## src/rtl/cache_lookup.sv

```systemverilog
// cache_lookup: tag/state lookup stage for a 4-way MESIF cache with PLRU replacement,
// clear sweep and CPU hit/miss statistics.
module cache_lookup #(
  parameter int ADDR_BITS   = 32,
  parameter int INDEX_BITS  = 4,
  parameter int OFFSET_BITS = 6,
  parameter int CNT_BITS    = 32,
  localparam int TAG_BITS   = ADDR_BITS - INDEX_BITS - OFFSET_BITS
) (
  input  logic                  clk,
  input  logic                  rst,
  input  logic                  req_valid,
  output logic                  req_ready,
  input  logic [3:0]            req_op,
  input  logic [ADDR_BITS-1:0]  req_addr,
  output logic                  lk_valid,
  output logic [3:0]            lk_op,
  output logic [TAG_BITS-1:0]   lk_tag,
  output logic [INDEX_BITS-1:0] lk_index,
  output logic                  lk_hit,
  output logic [1:0]            lk_way,
  output logic [2:0]            lk_state,
  output logic [TAG_BITS-1:0]   lk_victim_tag,
  input  logic                  upd_valid,
  input  logic [2:0]            upd_state,
  output logic                  bad_op,
  output logic [CNT_BITS-1:0]   hit_count,
  output logic [CNT_BITS-1:0]   miss_count
);
  localparam int SETS = 1 << INDEX_BITS;
  localparam logic [2:0] ST_I = 3'd3;
  typedef enum logic [1:0] {S_IDLE, S_LOOKUP, S_WAIT, S_CLEAR} state_e;
  state_e st_q, st_d;
  logic [3:0]            op_q;
  logic [TAG_BITS-1:0]   tag_q;
  logic [INDEX_BITS-1:0] idx_q, clr_q;
  logic                  lk_valid_q, lk_hit_q, bad_op_q;
  logic [1:0]            lk_way_q;
  logic [2:0]            lk_state_q;
  logic [TAG_BITS-1:0]   lk_vtag_q;
  logic [CNT_BITS-1:0]   hit_q, miss_q;
  logic [TAG_BITS-1:0]   tags_q [SETS][4];
  logic [2:0]            mesi_q [SETS][4];
  logic [2:0]            plru_q [SETS];
  logic [3:0]            hv, iv;
  logic [1:0]            way_c;
  logic [2:0]            pl, pl_upd;
  logic                  accept, cpu, unused_off;
  assign unused_off = ^req_addr[OFFSET_BITS-1:0];
  assign req_ready  = st_q == S_IDLE;
  assign accept     = req_valid && req_ready;
  assign cpu        = op_q <= 4'd2;
  always_comb begin
    hv = '0;
    iv = '0;
    pl = plru_q[idx_q];
    for (int w = 0; w < 4; w++) begin
      iv[w] = mesi_q[idx_q][w] == ST_I;
      hv[w] = !iv[w] && tags_q[idx_q][w] == tag_q;
    end
    // hit way first, then snoop-miss way 0, then first invalid way, then PLRU victim
    way_c = hv[0] ? 2'd0 : hv[1] ? 2'd1 : hv[2] ? 2'd2 : hv[3] ? 2'd3 :
            !cpu  ? 2'd0 : iv[0] ? 2'd0 : iv[1] ? 2'd1 : iv[2] ? 2'd2 : iv[3] ? 2'd3 :
            pl[0] ? (pl[2] ? 2'd3 : 2'd2) : (pl[1] ? 2'd1 : 2'd0);
    pl_upd = !lk_way_q[1] ? {plru_q[idx_q][2], ~lk_way_q[0], 1'b1}
                          : {~lk_way_q[0], plru_q[idx_q][1], 1'b0};
  end
  always_comb begin
    st_d = st_q;
    if (st_q == S_IDLE && req_valid)
      st_d = req_op <= 4'd6 ? S_LOOKUP : req_op == 4'd8 ? S_CLEAR : S_IDLE;
    if (st_q == S_LOOKUP) st_d = S_WAIT;
    if (st_q == S_WAIT && upd_valid) st_d = S_IDLE;
    if (st_q == S_CLEAR && &clr_q) st_d = S_IDLE;
  end
  always_ff @(posedge clk or posedge rst)
    if (rst) st_q <= S_IDLE;
    else st_q <= st_d;
  always_ff @(posedge clk or posedge rst) begin
    if (rst) begin
      op_q       <= '0;
      tag_q      <= '0;
      idx_q      <= '0;
      clr_q      <= '0;
      lk_valid_q <= 1'b0;
      lk_hit_q   <= 1'b0;
      lk_way_q   <= '0;
      lk_state_q <= '0;
      lk_vtag_q  <= '0;
      bad_op_q   <= 1'b0;
      hit_q      <= '0;
      miss_q     <= '0;
      for (int s = 0; s < SETS; s++) begin
        plru_q[s] <= '0;
        for (int w = 0; w < 4; w++) begin
          tags_q[s][w] <= '0;
          mesi_q[s][w] <= ST_I;
        end
      end
    end else begin
      bad_op_q <= accept && (req_op == 4'd7 || req_op > 4'd9);
      if (accept && req_op <= 4'd6) begin
        op_q  <= req_op;
        tag_q <= req_addr[ADDR_BITS-1 -: TAG_BITS];
        idx_q <= req_addr[OFFSET_BITS +: INDEX_BITS];
      end
      if (st_q == S_LOOKUP) begin
        lk_valid_q <= 1'b1;
        lk_hit_q   <= |hv;
        lk_way_q   <= way_c;
        lk_state_q <= mesi_q[idx_q][way_c];
        lk_vtag_q  <= tags_q[idx_q][way_c];
      end
      if (st_q == S_WAIT && upd_valid) begin
        lk_valid_q <= 1'b0;
        if (cpu || lk_hit_q) mesi_q[idx_q][lk_way_q] <= upd_state;
        if (cpu) begin
          tags_q[idx_q][lk_way_q] <= tag_q;
          plru_q[idx_q]           <= pl_upd;
          if (lk_hit_q) hit_q <= hit_q + {{(CNT_BITS-1){1'b0}}, ~&hit_q};
          else miss_q <= miss_q + {{(CNT_BITS-1){1'b0}}, ~&miss_q};
        end
      end
      if (accept && req_op == 4'd8) begin
        clr_q  <= '0;
        hit_q  <= '0;
        miss_q <= '0;
      end
      if (st_q == S_CLEAR) begin
        clr_q         <= clr_q + INDEX_BITS'(1);
        plru_q[clr_q] <= '0;
        for (int w = 0; w < 4; w++) mesi_q[clr_q][w] <= ST_I;
      end
    end
  end
  assign lk_valid      = lk_valid_q;
  assign lk_op         = op_q;
  assign lk_tag        = tag_q;
  assign lk_index      = idx_q;
  assign lk_hit        = lk_hit_q;
  assign lk_way        = lk_way_q;
  assign lk_state      = lk_state_q;
  assign lk_victim_tag = lk_vtag_q;
  assign bad_op        = bad_op_q;
  assign hit_count     = hit_q;
  assign miss_count    = miss_q;
endmodule

```

## config.mk

```make
export PLATFORM = sky130hd
export DESIGN_NAME = cache_lookup
export DESIGN_NICKNAME = d
export VERILOG_FILES = /design/src/rtl/cache_lookup.sv
export SDC_FILE = /design/constraint.sdc
export NUM_CORES = 2
export LEC_CHECK = 0
export ABC_AREA = 1
export BUFFER_PORTS_ARGS = -buffer_cell sky130_fd_sc_hd__buf_2
export CAP_MARGIN = 20
export CORE_AREA = 2 2 405 407
export DETAILED_ROUTE_END_ITERATION = 10
export DIE_AREA = 0 0 407 409
export PLACE_DENSITY_LB_ADDON = 0.2
export SLEW_MARGIN = 20
export SYNTH_ARGS = -nofsm -noshare
export SYNTH_HDL_FRONTEND = slang
export SYNTH_SLANG_ARGS = --single-unit
```

## constraint.sdc

```tcl
create_clock -name clk -period 131.1 [get_ports clk]
set_clock_uncertainty 0.15 [all_clocks]
set_input_delay 39.33 -clock clk [delete_from_list [all_inputs] [get_ports clk]]
set_output_delay 39.33 -clock clk [all_outputs]
set_load 0.02 [all_outputs]
```

## Word level (Yosys, flattened, before mapping)

Cells that the tools add are included.

| storage, ports and cells | value |
|---|---|
| input port bits | 43 |
| output and inout port bits | 125 |
| bits in registers | 1778 |
| word-level logic and storage cells | 313 |

| cells by class | value |
|---|---|
| reductions and logical operators | 35 |
| $lt $le $gt $ge | 10 |
| mux-type cells | 75 |
| bitwise operators | 19 |
| equality and inequality tests | 14 |
| add/sub/neg operators | 3 |

Operators by type and width:

| cell | count |
|---|---|
| bitwise mux 1408 bit | 1 |
| two-way mux 192 bit | 3 |
| bitwise OR 128 bit | 4 |
| binary-select mux 88 bit (select 4 bit) | 1 |
| demux 88 bit (select 4 bit) | 1 |
| two-way mux 88 bit | 3 |
| bitwise AND 64 bit | 4 |
| two-way mux 32 bit | 8 |
| inverter 64 bit | 4 |
| demux 12 bit (select 4 bit) | 5 |
| bitwise mux 192 bit | 1 |
| two-way mux 48 bit | 3 |
| equality test 22 bit | 4 |
| two-way mux 22 bit | 3 |
| adder 32 x 1 -> 32 bit | 2 |
| AND reduction 32 bit | 2 |
| bitwise AND 48 bit | 1 |
| binary-select mux 12 bit (select 4 bit) | 1 |
| bitwise mux 48 bit | 1 |
| two-way mux 12 bit | 4 |
| inverter 48 bit | 1 |
| binary-select mux 22 bit (select 2 bit) | 1 |
| demux 22 bit (select 2 bit) | 1 |
| two-way mux 2 bit | 16 |
| 36 further kinds | 81 |

## Logic depth before layout (Yosys ltp)

| logic depth | value |
|---|---|
| depth in word-level cells | 19 |
| depth in mapped cells | 27 |
| mapped depth without buffers | 24 |

## Least setup slack after synthesis

OpenSTA, ideal clock, no wires.

| path | value |
|---|---|
| path kind | input to register |
| start | in req_op[1] |
| end | reg miss_q[29], in the netlist miss_count[29] |
| path buffers | 0 |
| stages on the path | 12 |
| data required time | 130.846 ns |
| path slack | 89.492 ns |
| arrival time | 41.354 ns |
| library setup time | 0.104 ns |
| cell sequence | or2_2 -> inv_1 -> nand3_1 -> nand2_1 -> inv_1 -> nor3b_1 -> nand3_1 -> nor4_1 -> nand2_1 -> nor2_1 -> nand2_1 -> a221oi_1 |

| on the way | value |
|---|---|
| longest elaborated chain between the ends | 4 |
| elaborated cells between the ends (all ways) | 7 |
| those cells by class | 2 x eq/ne; 1 x mux; 4 x reduce/logical |

RTL lines:

| item | RTL line | source |
|---|---|---|
| from (decl) | 14 | `input logic [3:0] req_op,` |
| equality test 4 bit * | 124 | `if (accept && req_op == 4'd8) begin` |
| logical AND 1 bit * | 124 |  |
| != test 2 x 1 -> 1 bit (no source line) / nonzero test 2 bit (equally long branches) | -- |  |
| AND reduction 3 bit (no source line) | -- |  |
| to (signal assigned) | 121 | `else miss_q <= miss_q + {{(CNT_BITS-1){1'b0}}, ~&miss_q};` |
| to (decl) | 41 | `logic [CNT_BITS-1:0] hit_q, miss_q;` |

Every way passes the cells marked *; elsewhere a longest branch is shown, timed or not.
A chain may end at the register's enable or synchronous reset.

==> qor.yml <==
status: "finished, final reports clean"
globalplace.congestion: 1.01
required_ns: 131.86
yosysTopAreaCellShare_pct: 51.2
drv_cap: 0
netlist_instances: 10122
fp.dieArea_sq_um: 166000
postPlaceCellArea_sq_um: 82800
insertion_delay_ns: 0.85
ioPinCount: 168
r2r_end: "lk_victim_tag[5]"
area_delta_synth_final_pct: 10.6
num_vias: 71342
ant_nets: 0
routed_via_density: 5.82
hold_ws_ns: 0.332
syn_area_sq_um: 80700
cp_common_cell: "buf_4"
fmax_mhz: 23.2
rr_startpoint: "lk_index[1]"
r2r_cells: 26
utilization_pct: 55.1
die_height_um: 409
h-tree-depth: 4
crit_path_max_fanout: 157
setup_viol_count_final: 0
antenna_found_initial: 12
clk_pin_slew_worst_paths_ns: 0.06
die_w_um: 407
yosys-top-cells-area: "dfrtp_1 51%, nand2_1 19%, o21ai_0 11%"
floorplan.initialDensity_pct: 49.8
drc: 0
cts-buffers-inserted: 187
hold_depth: 2
post_cts_buffers: 0
cts.sinks: 1778
dr.first_iter.drc_count: 9012
crit_arrival_ns: 43.84
peakVddDrop_mv: 0.0470
slew_headroom_pct: 18.5
track_usage_pct: 32.7
period_share_pct: 32.9
slowest_stage: "buf_4"
slew_viol_final: 0
wl_per_cell_um: 22.3
r2r_slack_ns: 123.26
ctsResizeCount: 0
cp_top_family: "buffers and inverters"
postLayoutCellArea_sq_um: 89200
wl_um: 273000
grt_pass1_vias: 67219
ys_seq_area_share_pct: 55.3
port_buffers: 161
finalHoldViolCount: 0
cts_tree: "done"
clock_path_buffers: 3
crit_type: "input pin to async pin"
critPathLaunchType: "input pin"
synthFlopType: "dfrtp_1"
grt_max_degree: 174
layout-drive-gt1-share_pct: 7.97
crit_path_max_incr_delay_ns: 0.90
first_pass_iters: 7
ys_ff_latch: 1778
yosysUniqueCellTypes: 43
crit_path_cell_trace: "buf_2 > inv_8 > buf_4 > buf_4 > buf_12 > buf_4 > buf_4"
nets: 9976
core_sq_um: 162000
layout_commonest_cell: "nand2_1"
setup.worst_path.start: "rst"
power_leakage_nw: 41.9
grt_pass1_wl_um: 415000
cp_num_buf_inv: 7
p_per_area_nw_per_um2: 21.5
endpoint_kind: "async pin"
synth_area_leader_cell: "dfrtp_1"
grt_overflow: 0
final_cell_mix: "4,127 x nand2_1, 1,813 x o21ai_0, 1,648 x dfrtp_1"
dp_hpwl_um: 163000
synth_warnings: 0
num_rows: 148
synth-edff-count: 0
syn_nets: 10173
crit_end: "tags_q[1043]"
root_buffer: "clkbuf_16"
async_flop_share_pct: 100
min_period_ns: 43.08
grt_setup_unrepaired: "no"
tns_ns: 0
tightest_slew_ns: 1.22
cts_hold_buf: 0
min_path_type: "register to register"
avgSynthCellArea_sq_um: 7.97
crit_cells: 7
-- logic make-up (layout without fill, tap and decap cells) --
logic type	Yosys count	count (layout)	share of synthesized area (%)
other cells	0	6	0
xor+xnor	3	3	0.0326
compound gates	2350	2350	15.2
fa+ha+maj	8	8	0.124
simple gates	4979	4979	24.4
flops	1778	1778	55.3
buf+inv	1004	967	4.90
-- flip-flops by register name (all words and copies together), names as in the netlist, 4 cells and up --
register       flops
clr_q              4
hit_count         32
lk_index           4
lk_op              4
lk_tag            22
lk_victim_tag     22
mesi_q           192
miss_count        32
plru_q            48
tags_q          1408
-- routing by layer --
metal	wire length, um	track usage (%)	vias up	part of all wire (%)
met4	14000	15.2	13	5.1
met3	29000	9.12	707	11
li1	-	-	32653	-
met2	119000	48.8	3399	44
met1	111000	44.2	34570	41
met5	303	0.614	-	0.11
-- report_power, final --
part | total [mW] | internal, mW | switching (mW)
sequential | 0.736 | 0.658 | 0.0779
combinational | 0.640 | 0.139 | 0.501
clock | 0.541 | 0.311 | 0.230
total | 1.92 | 1.11 | 0.809
-- cells in the mapped netlist (8+ instances only) --
master	n
dfstp_2	128
nor4_1	14
nand4_1	227
nor2_1	342
o21ai_1	37
dfrtp_1	1650
clkbuf_1	547
a22oi_1	170
nand3_1	197
o211ai_1	10
ha_1	8
o21ai_0	1813
inv_1	273
buf_2	105
inv_2	9
buf_4	9
buf_1	54
a21oi_1	292
nand2_1	4127
nor3_1	50
-- area by class of cell --
| cell class | count | area [sq um] |
|---|---|---|
| Clock inverter | 53 | 716 |
| Antenna cell | 6 | 15.0 |
| Multi-Input combinational cell | 7340 | 32200 |
| Inverter | 287 | 1110 |
| Clock buffer | 296 | 5570 |
| Fill cell | 15019 | 72800 |
| Tap cell | 2175 | 2720 |
| Timing Repair Buffer | 331 | 2290 |
| Sequential cell | 1778 | 44700 |
-- worst register-to-register path, stage by stage, from the launching register on --
cell	delay, ns
dfrtp_2	0.71
buf_4	0.74
clkinv_2	0.16
buf_4	0.37
nor2_4	0.53
buf_12	0.54
buf_4	1.02
nand2_1	0.14
nand4_1	0.17
nand2_1	0.07
nand2_1	0.31
nor2_1	0.14
nand2_1	0.08
nand2_1	0.14
nor2_1	0.13
nand2_1	0.07
nor2_1	0.11
nand3_1	0.07
buf_4	0.27
nand2_1	0.14
inv_2	0.05
nand2_1	0.42
inv_2	0.32
nor2_1	0.33
buf_4	0.32
nand3_1	0.16
nand3_1	0.10
-- stage by stage --
step / cells / total power [mW] / worst slack, ns
floorplan: 10122 / 1.10 / 41.64
global placement: 11906 / 1.34 / 86.68
detailed placement: 11906 / 1.36 / 86.59
CTS: 12255 / 1.90 / 87.49
global route: 12261 / 2.00 / 87.38
finish: 12266 / 1.92 / 88.02
-- how the worst min path moves through the flow --
| stage | startpoint | slack, ns | endpoint |
|---|---|---|---|
| final | tags_q[634] | 0.33 | tags_q[634] |
| after global routing | mesi_q[13] | 0.35 | mesi_q[13] |
| after CTS | tags_q[1272] | 0.34 | tags_q[1272] |
| after detailed placement | lk_victim_tag[8] | 0.32 | lk_victim_tag[8] |
| after global placement | tags_q[1073] | 0.31 | tags_q[1073] |
| after floorplan | tags_q[1058] | 0.30 | tags_q[1058] |
(Power assumes the default switching activity.)
